$ cat src/rtl/mult_pkg.sv
// Shared constants and state encoding for the iterative multiplier.
package mult_pkg;

  localparam int unsigned MULT_WIDTH = 32;
  localparam int unsigned CNT_W      = 6;

  typedef enum logic [1:0] {
    IDLE = 2'd0,
    RUN  = 2'd1,
    DONE = 2'd2
  } state_t;

endpackage

$ cat src/rtl/Adder_32bits.sv
// 32-bit ripple-style adder with carry in/out, reused by the multiplier datapath.
module Adder_32bits (
  input  logic [31:0] a,
  input  logic [31:0] b,
  input  logic        cin,
  output logic [31:0] sum,
  output logic        cout
);

  assign {cout, sum} = {1'b0, a} + {1'b0, b} + {32'b0, cin};

endmodule

$ cat src/rtl/mult_unit.sv
// Shift-and-add 32x32 multiplier producing HI/LO after 32 RUN cycles.
// Optional signed support (magnitude multiply, negate at DONE) under MULT_SIGNED_EN.
module mult_unit
  import mult_pkg::*;
#(
  parameter int unsigned WIDTH = MULT_WIDTH
) (
  input  logic             clk,
  input  logic             rst,
  input  logic             start,
  input  logic             signed_op,
  input  logic [WIDTH-1:0] A,
  input  logic [WIDTH-1:0] B,
  output logic             busy,
  output logic             done,
  output logic [WIDTH-1:0] hi,
  output logic [WIDTH-1:0] lo
);

  state_t             state_q;
  logic [CNT_W-1:0]   cnt_q;
  logic [WIDTH-1:0]   mcand_q, mplier_q, acc_q, hi_q, lo_q;
  logic               neg_q, busy_q, done_q;

  logic [WIDTH-1:0]   add_sum;
  logic               add_cout;
  logic [WIDTH:0]     part;
  logic [2*WIDTH-1:0] prod, prod_fin;
  logic [WIDTH-1:0]   a_op_d, b_op_d;
  logic               neg_d;

  Adder_32bits u_add (
    .a    (acc_q),
    .b    (mcand_q),
    .cin  (1'b0),
    .sum  (add_sum),
    .cout (add_cout)
  );

`ifndef MULT_SIGNED_EN
  logic unused_signed_op;
  assign unused_signed_op = signed_op;
`endif

  always_comb begin
    part     = mplier_q[0] ? {add_cout, add_sum} : {1'b0, acc_q};
    // Product as it will look after the final shift of the 32nd RUN cycle.
    prod     = {part, mplier_q[WIDTH-1:1]};
    prod_fin = neg_q ? -prod : prod;
    a_op_d   = A;
    b_op_d   = B;
    neg_d    = 1'b0;
`ifdef MULT_SIGNED_EN
    if (signed_op) begin
      a_op_d = A[WIDTH-1] ? -A : A;
      b_op_d = B[WIDTH-1] ? -B : B;
      neg_d  = A[WIDTH-1] ^ B[WIDTH-1];
    end
`endif
  end

  always_ff @(posedge clk or posedge rst) begin
    if (rst) begin
      state_q  <= IDLE;
      cnt_q    <= '0;
      mcand_q  <= '0;
      mplier_q <= '0;
      acc_q    <= '0;
      neg_q    <= 1'b0;
      hi_q     <= '0;
      lo_q     <= '0;
      busy_q   <= 1'b0;
      done_q   <= 1'b0;
    end else begin
      case (state_q)
        IDLE, DONE: begin
          done_q <= 1'b0;
          if (start) begin
            mcand_q  <= a_op_d;
            mplier_q <= b_op_d;
            neg_q    <= neg_d;
            acc_q    <= '0;
            cnt_q    <= '0;
            busy_q   <= 1'b1;
            state_q  <= RUN;
          end else begin
            busy_q  <= 1'b0;
            state_q <= IDLE;
          end
        end
        RUN: begin
          acc_q    <= part[WIDTH:1];
          mplier_q <= {part[0], mplier_q[WIDTH-1:1]};
          cnt_q    <= cnt_q + 1'b1;
          if (cnt_q == CNT_W'(WIDTH - 1)) begin
            {hi_q, lo_q} <= prod_fin;
            busy_q       <= 1'b0;
            done_q       <= 1'b1;
            state_q      <= DONE;
          end
        end
        default: begin
          busy_q  <= 1'b0;
          done_q  <= 1'b0;
          state_q <= IDLE;
        end
      endcase
    end
  end

  assign busy = busy_q;
  assign done = done_q;
  assign hi   = hi_q;
  assign lo   = lo_q;

endmodule

$ cat config.mk
export PLATFORM = sky130hd
export DESIGN_NAME = mult_unit
export DESIGN_NICKNAME = d
export VERILOG_FILES = /design/src/rtl/mult_pkg.sv /design/src/rtl/Adder_32bits.sv /design/src/rtl/mult_unit.sv
export SDC_FILE = /design/constraint.sdc
export NUM_CORES = 1
export LEC_CHECK = 0
export ABC_AREA = 1
export CORE_MARGIN = 2
export CORE_UTILIZATION = 50
export CTS_BUF_LIST = sky130_fd_sc_hd__clkbuf_8 sky130_fd_sc_hd__clkbuf_16
export DETAILED_ROUTE_END_ITERATION = 6
export GPL_TIMING_DRIVEN = 0
export PLACE_DENSITY = 0.77
export SLEW_MARGIN = 20
export SYNTH_ARGS = -nofsm -noshare
export SYNTH_HDL_FRONTEND = slang
export SYNTH_SLANG_ARGS = --single-unit
$ cat constraint.sdc
create_clock -name clk -period 5.6 [get_ports clk]
set_input_delay 1.12 -clock clk [delete_from_list [all_inputs] [get_ports clk]]
set_output_delay 1.12 -clock clk [all_outputs]
set_load 0.05 [all_outputs]
; Yosys cells after proc, flatten, opt, wreduce, memory -nomap -nowiden
; Cells that the tools add are included.
[totals]
in_bits = 68
ff_bits = 170
[classes]
n_addsub = 2
reduce_logical = 6
mux = 15
eq_ne = 5
[op_table]
columns = op, count
row1 = 32-bit case mux with 2 select lines, 2
row2 = 32-bit two-way mux, 2
row3 = 32-bit by 32-bit adder with 33-bit output, 1
row4 = 33-bit two-way mux, 1
row5 = 6-bit case mux with 2 select lines, 1
row6 = "6-bit by 1-bit adder with 6-bit output, second input constant", 1
row7 = "6-bit by 5-bit == test with 1-bit output, second input constant", 1
row8 = 6-bit two-way mux, 1
row9 = 2-bit AND reduction, 3
row10 = 1-bit two-way mux, 5
row11 = "2-bit != test, second input constant", 2
row12 = 2-bit case mux with 2 select lines, 1
row13 = "2-bit by 1-bit == test with 1-bit output, second input constant", 1
row14 = "2-bit == test, second input constant", 1
row15 = 2-bit logical NOT, 1
row16 = 2-bit two-way mux, 1
row17 = 1-bit case mux with 2 select lines, 1
row18 = 2-bit nonzero test, 1
row19 = 2-bit OR reduction, 1

; Logic depth before layout (Yosys ltp)
; Gate-level depths: netlist of the first run.
[depth]
depth_word = 4
mapped_depth = 13

; By module
; A second synthesis of the first run with hierarchy kept.
[unflattened]
hier_cells = 1351
hier_area_um2 = 9500.4
[by_module_without_submodules]
columns = module, area_per_inst_um2, cells_each, n_inst
row1 = mult_unit, 7106.8, 846, 1
row2 = Adder_32bits, 2393.5, 505, 1

; Worst setup path before layout of the first run
; No wires, ideal clock.
[synth_timing]
path_kind = input-to-reg
start = input port start
end = register mplier_q[0]
required_ns = 5.455
cell_stages = 6
path_buffers = 2
setup_slack_ns = 3.577
arrival_time_ns = 1.878
cell_sequence = nand2_1 > inv_1 > buf_2 > clkbuf_1 > nand2_1 > o221ai_1
[synth_between]
elab_chain_cells = 2
[synth_lines]
columns = element, line
row1 = "start, declared", mult_unit.sv:10  ; input logic start,
row2 = 2-bit != test (no line), n/a
row3 = 2-bit AND reduction (no line), n/a
row4 = "end signal, assigned", mult_unit.sv:80  ; mplier_q <= b_op_d;
row5 = "end signal, assigned", mult_unit.sv:93  ; mplier_q <= {part[0], mplier_q[WIDTH-1:1]};
row6 = "end, declared", mult_unit.sv:22  ; logic [WIDTH-1:0] mcand_q, mplier_q, acc_q, hi_q, lo_q;
; Every way passes these cells.
; A chain may end at the register's enable or synchronous reset.

==> insert_results.sql, run 1 <==
INSERT INTO impl_metrics (metric_group, metric, value, unit) VALUES
('logic_synthesis', 'yosys_warnings', '0', ''),
('worst_setup_path', 'reg2reg_setup_slack', '3240', 'ps'),
('power_and_ir_drop', 'power.sequential.fraction', '26.5', '%'),
('worst_setup_path', 'cpPeakStageDelay', '850', 'ps'),
('drt', 'vias', '8360', ''),
('logic_synthesis', 'synth_async_sr_flop_share', '100', '%'),
('worst_setup_path', 'arrival', '1660', 'ps'),
('worst_setup_path', 'critical-path-slowest-cell', 'sky130_fd_sc_hd__clkdlybuf4s50_1', ''),
('die', 'io_pins', '134', ''),
('global_route', 'grt_overflow', '0', ''),
('flow_run', 'maxCapViolCount', '0', ''),
('sta', 'worst_slew_margin_rel', '54.8', '%'),
('placement', 'globalplace.congestion', '0.943', ''),
('clock_network', 'cts_root_buffer', 'sky130_fd_sc_hd__clkbuf_16', ''),
('worst_setup_path', 'timing.critical_path.from_type', 'flip-flop', ''),
('global_route', 'first_global_vias', '8194', ''),
('cells_and_area', 'antenna_cells', '0', ''),
('clock_network', 'clk_pin_slew_worst_paths', '70', 'ps'),
('worst_setup_path', 'setup.worst_path.end_class', 'primary output', ''),
('placement', 'number_of_i_o_port_buffers', '132', ''),
('clock_network', 'post_cts_buffers', '0', ''),
('sta', 'maxSlewViolCount', '0', ''),
('cells_and_area', 'design.final.nets', '1497', ''),
('sta', 'rsz0062_at_grt', 'no', ''),
('drt', 'postRouteAntennaNets', '0', ''),
('global_route', 'grt_max_degree', '36', ''),
('worst_setup_path', 'timing.critical_path.buf_inv', '1', ''),
('worst_setup_path', 'cp_top_family', 'buffers and inverters', ''),
('drt', 'routed_wl', '25.1', 'mm'),
('die', 'dieArea', '19500', 'um^2'),
('logic_synthesis', 'postSynthNetCount', '1341', ''),
('cells_and_area', 'fillCellCount', '1628', ''),
('sta', 'setup_total_negative_slack', '0', 'ps'),
('logic_synthesis', 'syn-instance-count', '1239', ''),
('logic_synthesis', 'ys_ff_latch', '168', ''),
('sta', 'finalHoldViolCount', '0', ''),
('power_and_ir_drop', 'power.share.combinational', '58.6', '%'),
('global_route', 'grt_first_pass_wirelength', '40.9', 'mm'),
('clock_network', 'clkLatencyLatePin', '440', 'ps'),
('run_status', 'run_status', 'complete, but fails checks', ''),
('drt', 'initialDrtViolationCount', '625', ''),
('die', 'die-height', '140', 'um'),
('clock_network', 'post_cts_resize_count', '0', ''),
('die', 'core_region_area', '18000', 'um^2'),
('sta', 'tightestPinTransition', '677', 'ps'),
('logic_synthesis', 'avg_synthesized_cell_area', '7.42', 'um^2'),
('cells_and_area', 'post_route_cells_drive_above_1_share', '6.04', '%'),
('cells_and_area', 'multi_input_area', '4140', 'um^2'),
('power_and_ir_drop', 'switching_share', '50.0', '%'),
('sta', 'hold-worst-slack', '482', 'ps'),
('run_status', 'violations', 'DRC', ''),
('drt', 'post-route-drc-count', '15', ''),
('hold_path', 'timing.hold.worst.class', 'reg -> reg', ''),
('cells_and_area', 'layout-area-overhead-vs-synth', '24.9', '%'),
('clock_network', 'tritoncts', 'built', ''),
('logic_synthesis', 'synthFlopType', 'sky130_fd_sc_hd__dfrtp_1', ''),
('power_and_ir_drop', 'p_int', '0.00390', 'W'),
('clock_network', 'cts_hold_repair.buffers', '0', ''),
('logic_synthesis', 'synth_edf_count', '0', ''),
('power_and_ir_drop', 'power_density_cells', '679', 'nW/um^2'),
('logic_synthesis', 'sequential_element_share_of_the_synthesized_area', '45.7', '%'),
('placement', 'dp_hpwl', '19.3', 'mm'),
('die', 'std_cell_rows', '49', ''),
('worst_setup_path', 'critPathMaxFanout', '2', ''),
('global_route', 'grt.total_usage', '26.4', '%'),
('placement', 'dpl.cell_count', '1605', ''),
('logic_synthesis', 'netlist-cell-type-count', '37', ''),
('clock_network', 'cts.htree.levels', '4', ''),
('die', 'effective_utilization_at_floorplan', '51.0', '%'),
('clock_network', 'cts-buffers-inserted', '17', ''),
('worst_setup_path', 'worst_ep_required_time', '4480', 'ps');
## per-stage QoR
stage,power [W],area (um^2),utilization [%],setup slack [ps]
after detailed placement,0.00658,10900,60.5,2420
final,0.00780,11500,63.7,2820
after global placement,0.00648,10800,59.9,991
after floorplan,0.00533,9200,-,2340
after global routing,0.00846,11500,63.7,2770
after CTS,0.00779,11500,63.7,2820
## layer usage
layer	up-vias	part of all wire [%]	track usage, %
met5	-	0	0
met3	27	7.7	6.88
met1	3865	46	36.5
li1	4224	-	-
met2	244	45	42.0
met4	0	1.6	6.26
## registers in the layout, summed over array words and instances, names as in the netlist
signal and count:
acc_q 32, done 1, cnt_q 6, state_q 1, hi 32, mcand_q 32, mplier_q 32, lo 32
## worst min-delay path, stage by stage (launching register included)
cell                      delay (ps)
sky130_fd_sc_hd__dfrtp_1         350
sky130_fd_sc_hd__nand2_1          50
sky130_fd_sc_hd__nand2_1          50
## layout make-up
type / count / share of cell area (%)
flip-flops and latches: 168 / 36.6
multi-input cells: 858 / 36.0
repair buffers: 137 / 12.4
inverters: 169 / 5.56
clock buffers: 17 / 3.70
well taps: 229 / 2.49
plain buffers: 44 / 1.87
clock inverters: 15 / 1.34
## cell families after synthesis
kind of cell / Yosys count / synth area share [%]
simple gates: 681 / 30.3
buf+inv: 213 / 9.24
flops: 168 / 45.7
compound gates: 129 / 8.64
fa+ha+maj: 34 / 4.71
xor+xnor: 14 / 1.33
## final timing paths
kind / startpoint / end / cells past startpoint
worst max-delay path: state_q[0]$_DFFE_PP0P_ / busy / 1
min in group asynchronous: rst / lo[26]$_DFFE_PP0P_ / 2
worst max register to register: mcand_q[0]$_DFFE_PP0P_ / hi[23]$_DFFE_PP0P_ / 12
max in group asynchronous: rst / mcand_q[28]$_DFFE_PP0P_ / 4
worst min-delay path: hi[26]$_DFFE_PP0P_ / hi[26]$_DFFE_PP0P_ / 2
worst min register to register: hi[26]$_DFFE_PP0P_ / hi[26]$_DFFE_PP0P_ / 2
## synth_stat cells (2+ instances only)
| cell | instances | share of area, % |
|---|---|---|
| sky130_fd_sc_hd__o21ai_1 | 38 | 2.1 |
| sky130_fd_sc_hd__or2_2 | 16 | 1.1 |
| sky130_fd_sc_hd__buf_6 | 4 | 0.49 |
| sky130_fd_sc_hd__inv_2 | 4 | 0.16 |
| sky130_fd_sc_hd__xor2_1 | 5 | 0.48 |
| sky130_fd_sc_hd__nand2_1 | 506 | 21 |
| sky130_fd_sc_hd__inv_1 | 165 | 6.7 |
| sky130_fd_sc_hd__buf_1 | 3 | 0.12 |
| sky130_fd_sc_hd__ha_1 | 33 | 4.5 |
| sky130_fd_sc_hd__o211ai_1 | 3 | 0.24 |
| sky130_fd_sc_hd__nor2_1 | 45 | 1.8 |
| sky130_fd_sc_hd__dfrtp_1 | 168 | 46 |
| sky130_fd_sc_hd__nor3_1 | 3 | 0.16 |
| sky130_fd_sc_hd__buf_2 | 16 | 0.87 |
| sky130_fd_sc_hd__nor2_2 | 2 | 0.14 |
| sky130_fd_sc_hd__nand4_1 | 3 | 0.20 |
| sky130_fd_sc_hd__nand3_1 | 96 | 5.2 |
| sky130_fd_sc_hd__and2_1 | 2 | 0.14 |
| sky130_fd_sc_hd__a21oi_1 | 23 | 1.3 |
| sky130_fd_sc_hd__xnor2_1 | 9 | 0.86 |
| sky130_fd_sc_hd__o21bai_1 | 3 | 0.24 |
| sky130_fd_sc_hd__o22ai_1 | 6 | 0.41 |
| sky130_fd_sc_hd__clkbuf_1 | 21 | 0.86 |
| sky130_fd_sc_hd__o221ai_1 | 31 | 3.0 |
| sky130_fd_sc_hd__o21ai_0 | 21 | 1.1 |
| sky130_fd_sc_hd__nand2_2 | 2 | 0.14 |
## cells in the final DEF, fill, tap and decap left out, types with 21 or more instances in the layout
master / Yosys / routed
sky130_fd_sc_hd__o21ai_0: 21 / 21
sky130_fd_sc_hd__clkdlybuf4s50_1: 0 / 132
sky130_fd_sc_hd__ha_1: 33 / 33
sky130_fd_sc_hd__inv_1: 165 / 164
sky130_fd_sc_hd__nor2_1: 45 / 45
sky130_fd_sc_hd__nand2_1: 506 / 506
sky130_fd_sc_hd__o221ai_1: 31 / 31
sky130_fd_sc_hd__a21oi_1: 23 / 23
sky130_fd_sc_hd__nand3_1: 96 / 96
sky130_fd_sc_hd__dfrtp_1: 168 / 168
sky130_fd_sc_hd__o21ai_1: 38 / 38
sky130_fd_sc_hd__clkbuf_1: 21 / 21
## power groups by stage
stage | logic, W | clock network [W] | registers, W
after CTS | 0.00455 | 0.00117 | 0.00206
after detailed placement | 0.00451 | 0 | 0.00207
after global routing | 0.00513 | 0.00122 | 0.00212
after global placement | 0.00441 | 0 | 0.00207
final | 0.00457 | 0.00116 | 0.00207
after floorplan | 0.00295 | 0 | 0.00238
No activity file was read; power rests on OpenSTA's default activity.
==> run 2: changes to the inputs <==
clock period = 2.4 ns   (was 5.6 ns; I/O delays follow)
==> run 2 against run 1 <==
- the flow now finishes without violations
- worst hold slack worse by 96 ps
- total power is 130% higher
- count of clock-buffer cells in the layout stayed put
- clock skew hardly changed
- critical endpoint is now hi[23]$_DFFE_PP0P_
==> insert_results.sql, run 2 (synthesis gave the netlist of run 1 again) <==
INSERT INTO impl_metrics (metric_group, metric, value, unit) VALUES
('die', 'core_region_area', '18000', 'um^2'),
('placement', 'number_of_i_o_port_buffers', '132', ''),
('worst_setup_path', 'cpPeakStageDelay', '410', 'ps'),
('flow_run', 'maxCapViolCount', '0', ''),
('cells_and_area', 'layout-area-overhead-vs-synth', '24.9', '%'),
('cells_and_area', 'design.final.nets', '1497', ''),
('global_route', 'grt_overflow', '0', ''),
('run_status', 'run_status', 'finished clean', ''),
('worst_setup_path', 'setup.worst_path.end_class', 'flip-flop', ''),
('worst_setup_path', 'worstRegToRegCells', '12', ''),
('worst_setup_path', 'critical_path.most_common_cell', 'sky130_fd_sc_hd__nand3_1', ''),
('clock_network', 'cts_hold_repair.buffers', '0', ''),
('die', 'die-width', '140', 'um'),
('sta', 'fin_crit_sh', '94.5', '%'),
('worst_setup_path', 'worst_ep_required_time', '2730', 'ps'),
('hold_path', 'timing.hold.worst.class', 'in -> async', ''),
('sta', 'finalHoldViolCount', '0', ''),
('clock_network', 'clkLatencyLatePin', '440', 'ps'),
('clock_network', 'cts_root_buffer', 'sky130_fd_sc_hd__clkbuf_16', ''),
('cells_and_area', 'fillCellCount', '1628', ''),
('drt', 'postRouteAntennaNets', '0', ''),
('clock_network', 'cts.htree.levels', '4', ''),
('clock_network', 'cts_buffer_depth', '2', ''),
('cells_and_area', 'fin_cells', '1637', ''),
('clock_network', 'post_cts_buffers', '0', ''),
('clock_network', 'post_cts_resize_count', '0', ''),
('worst_setup_path', 'arrival', '2600', 'ps'),
('worst_setup_path', 'cp_top_family', 'simple AND/OR/NAND/NOR gates', ''),
('drt', 'post-route-drc-count', '0', ''),
('global_route', 'grt_antenna_before_repair', '0', ''),
('worst_setup_path', 'critical_path.cell_chain', 'ha_1 -> fa_2 -> nand3_1 -> nand3_1 -> nand2_1 -> nand2_1 -> nand3_1 -> nand3_1 -> nand2_1 -> nand3_1 -> nand3_1 -> nand2_1', ''),
('sta', 'postLayoutSetupSlackWorst', '131', 'ps'),
('die', 'die-height', '140', 'um'),
('drt', 'number_of_iterations_in_the_first_detailed_routing_pass', '5', ''),
('sta', 'hold-worst-slack', '387', 'ps'),
('die', 'std_cell_rows', '49', ''),
('die', 'effective_utilization_at_floorplan', '51.0', '%'),
('clock_network', 'clock_sinks', '168', ''),
('worst_setup_path', 'critical_path.reg2reg.endpoint', 'hi[23]$_DFFE_PP0P_', ''),
('die', 'dieArea', '19500', 'um^2'),
('worst_setup_path', 'crit_type', 'reg -> reg', ''),
('sta', 'maxSlewViolCount', '0', ''),
('power_and_ir_drop', 'power_density_cells', '1590', 'nW/um^2'),
('cells_and_area', 'post_route_cells_drive_above_1_share', '6.11', '%'),
('cells_and_area', 'multi_input_area', '4140', 'um^2'),
('die', 'io_pins', '134', ''),
('drt', 'routed_wl', '25.1', 'mm'),
('drt', 'wl_per_cell', '15.3', 'um'),
('worst_setup_path', 'critical-path-slowest-cell', 'sky130_fd_sc_hd__fa_2', ''),
('sta', 'clock.fmax', '0.441', 'GHz'),
('cells_and_area', 'postLayoutCoreUtil', '63.7', '%'),
('sta', 'rsz0062_at_grt', 'no', ''),
('placement', 'dpl.cell_count', '1605', ''),
('sta', 'worst_slew_margin_rel', '54.8', '%'),
('cells_and_area', 'antenna_cells', '0', ''),
('global_route', 'grt.total_usage', '26.4', '%'),
('global_route', 'grt_first_pass_wirelength', '40.9', 'mm'),
('placement', 'globalplace.congestion', '0.943', ''),
('power_and_ir_drop', 'vdd_drop_max', '0.000693', 'V'),
('worst_setup_path', 'reg2reg_setup_slack', '130', 'ps'),
('placement', 'dp_worst_setup_slack', '-136', 'ps'),
('clock_network', 'clk_pin_slew_worst_paths', '70', 'ps'),
('sta', 'setup-violations-final', '0', ''),
('clock_network', 'cts-buffers-inserted', '17', ''),
('cells_and_area', 'register_area', '4200', 'um^2'),
('worst_setup_path', 'timing.critical_path.from_type', 'flip-flop', ''),
('clock_network', 'tritoncts', 'built', ''),
('worst_setup_path', 'r2r_start', 'mcand_q[0]$_DFFE_PP0P_', ''),
('drt', 'initialDrtViolationCount', '619', ''),
('sta', 'tightestPinTransition', '677', 'ps'),
('global_route', 'grt_max_degree', '36', ''),
('placement', 'dp_hpwl', '19.3', 'mm'),
('cells_and_area', 'layout.cells.most_common', 'sky130_fd_sc_hd__nand2_1', ''),
('worst_setup_path', 'timing.critical_path.buf_inv', '0', ''),
('worst_setup_path', 'critPathMaxFanout', '4', ''),
('drt', 'vias', '8352', ''),
('cells_and_area', 'layout_common_cells', '506 x sky130_fd_sc_hd__nand2_1, 168 x sky130_fd_sc_hd__dfrtp_1, 164 x sky130_fd_sc_hd__inv_1', ''),
('sta', 'timing.final.crit_period', '2270', 'ps'),
('sta', 'fin_worst_skew', '11.4', 'ps'),
('power_and_ir_drop', 'p_leak', '6.06', 'nW'),
('drt', 'viasPerCell', '5.10', ''),
('global_route', 'first_global_vias', '8194', '');
run 2: cell types whose count changed in the layout (fill, tap and decap cells not counted):
cell / delta
sky130_fd_sc_hd__fa_1: -1
sky130_fd_sc_hd__fa_2: +1
run 2: worst max-delay path by stage:
stage,endpoint,cells past startpoint,startpoint,slack [ps]
2_1_floorplan,acc_q[0]$_DFFE_PP0P_,1,rst,-220
3_3_place_gp,mcand_q[26]$_DFFE_PP0P_,2,rst,-1570
3_5_place_dp,mplier_q[6]$_DFFE_PP0P_,7,start,-140
4_1_cts,hi[23]$_DFFE_PP0P_,12,mcand_q[0]$_DFFE_PP0P_,40
5_1_grt,acc_q[19]$_DFFE_PP0P_,12,mcand_q[0]$_DFFE_PP0P_,4
6_report,hi[23]$_DFFE_PP0P_,12,mcand_q[0]$_DFFE_PP0P_,130
run 2: area by class of cell:
type,count,share of cell area (%)
Sequential cell,168,36.6
Multi-Input combinational cell,858,36.1
Timing Repair Buffer,137,12.4
Inverter,169,5.55
Clock buffer,17,3.70
Tap cell,229,2.49
Buffer,44,1.87
Clock inverter,15,1.34
run 2: where the power goes:
group / total (W) / leakage (nW) / internal, W / switching (W)
registers: 0.00483 / 1.98 / 0.00404 / 0.000794
logic: 0.0107 / 3.81 / 0.00367 / 0.00700
clock network: 0.00271 / 0.277 / 0.00139 / 0.00132
run 2: metrics by stage:
stage | area [um^2] | TNS (ps) | power (W)
after floorplan | 9200 | -37080 | 0.0124
after global placement | 10800 | -263250 | 0.0151
after detailed placement | 10900 | -1930 | 0.0154
after CTS | 11500 | 0 | 0.0182
after global routing | 11500 | 0 | 0.0198
final | 11500 | 0 | 0.0182
run 2: routing by layer:
metal / global-route usage, % / vias up / wire, um
met1: 36.5 / 3857 / 11500
li1: - / 4224 / -
met5: 0 / - / 0
met4: 6.26 / 0 / 404
met3: 6.88 / 27 / 1890
met2: 42.0 / 244 / 11300
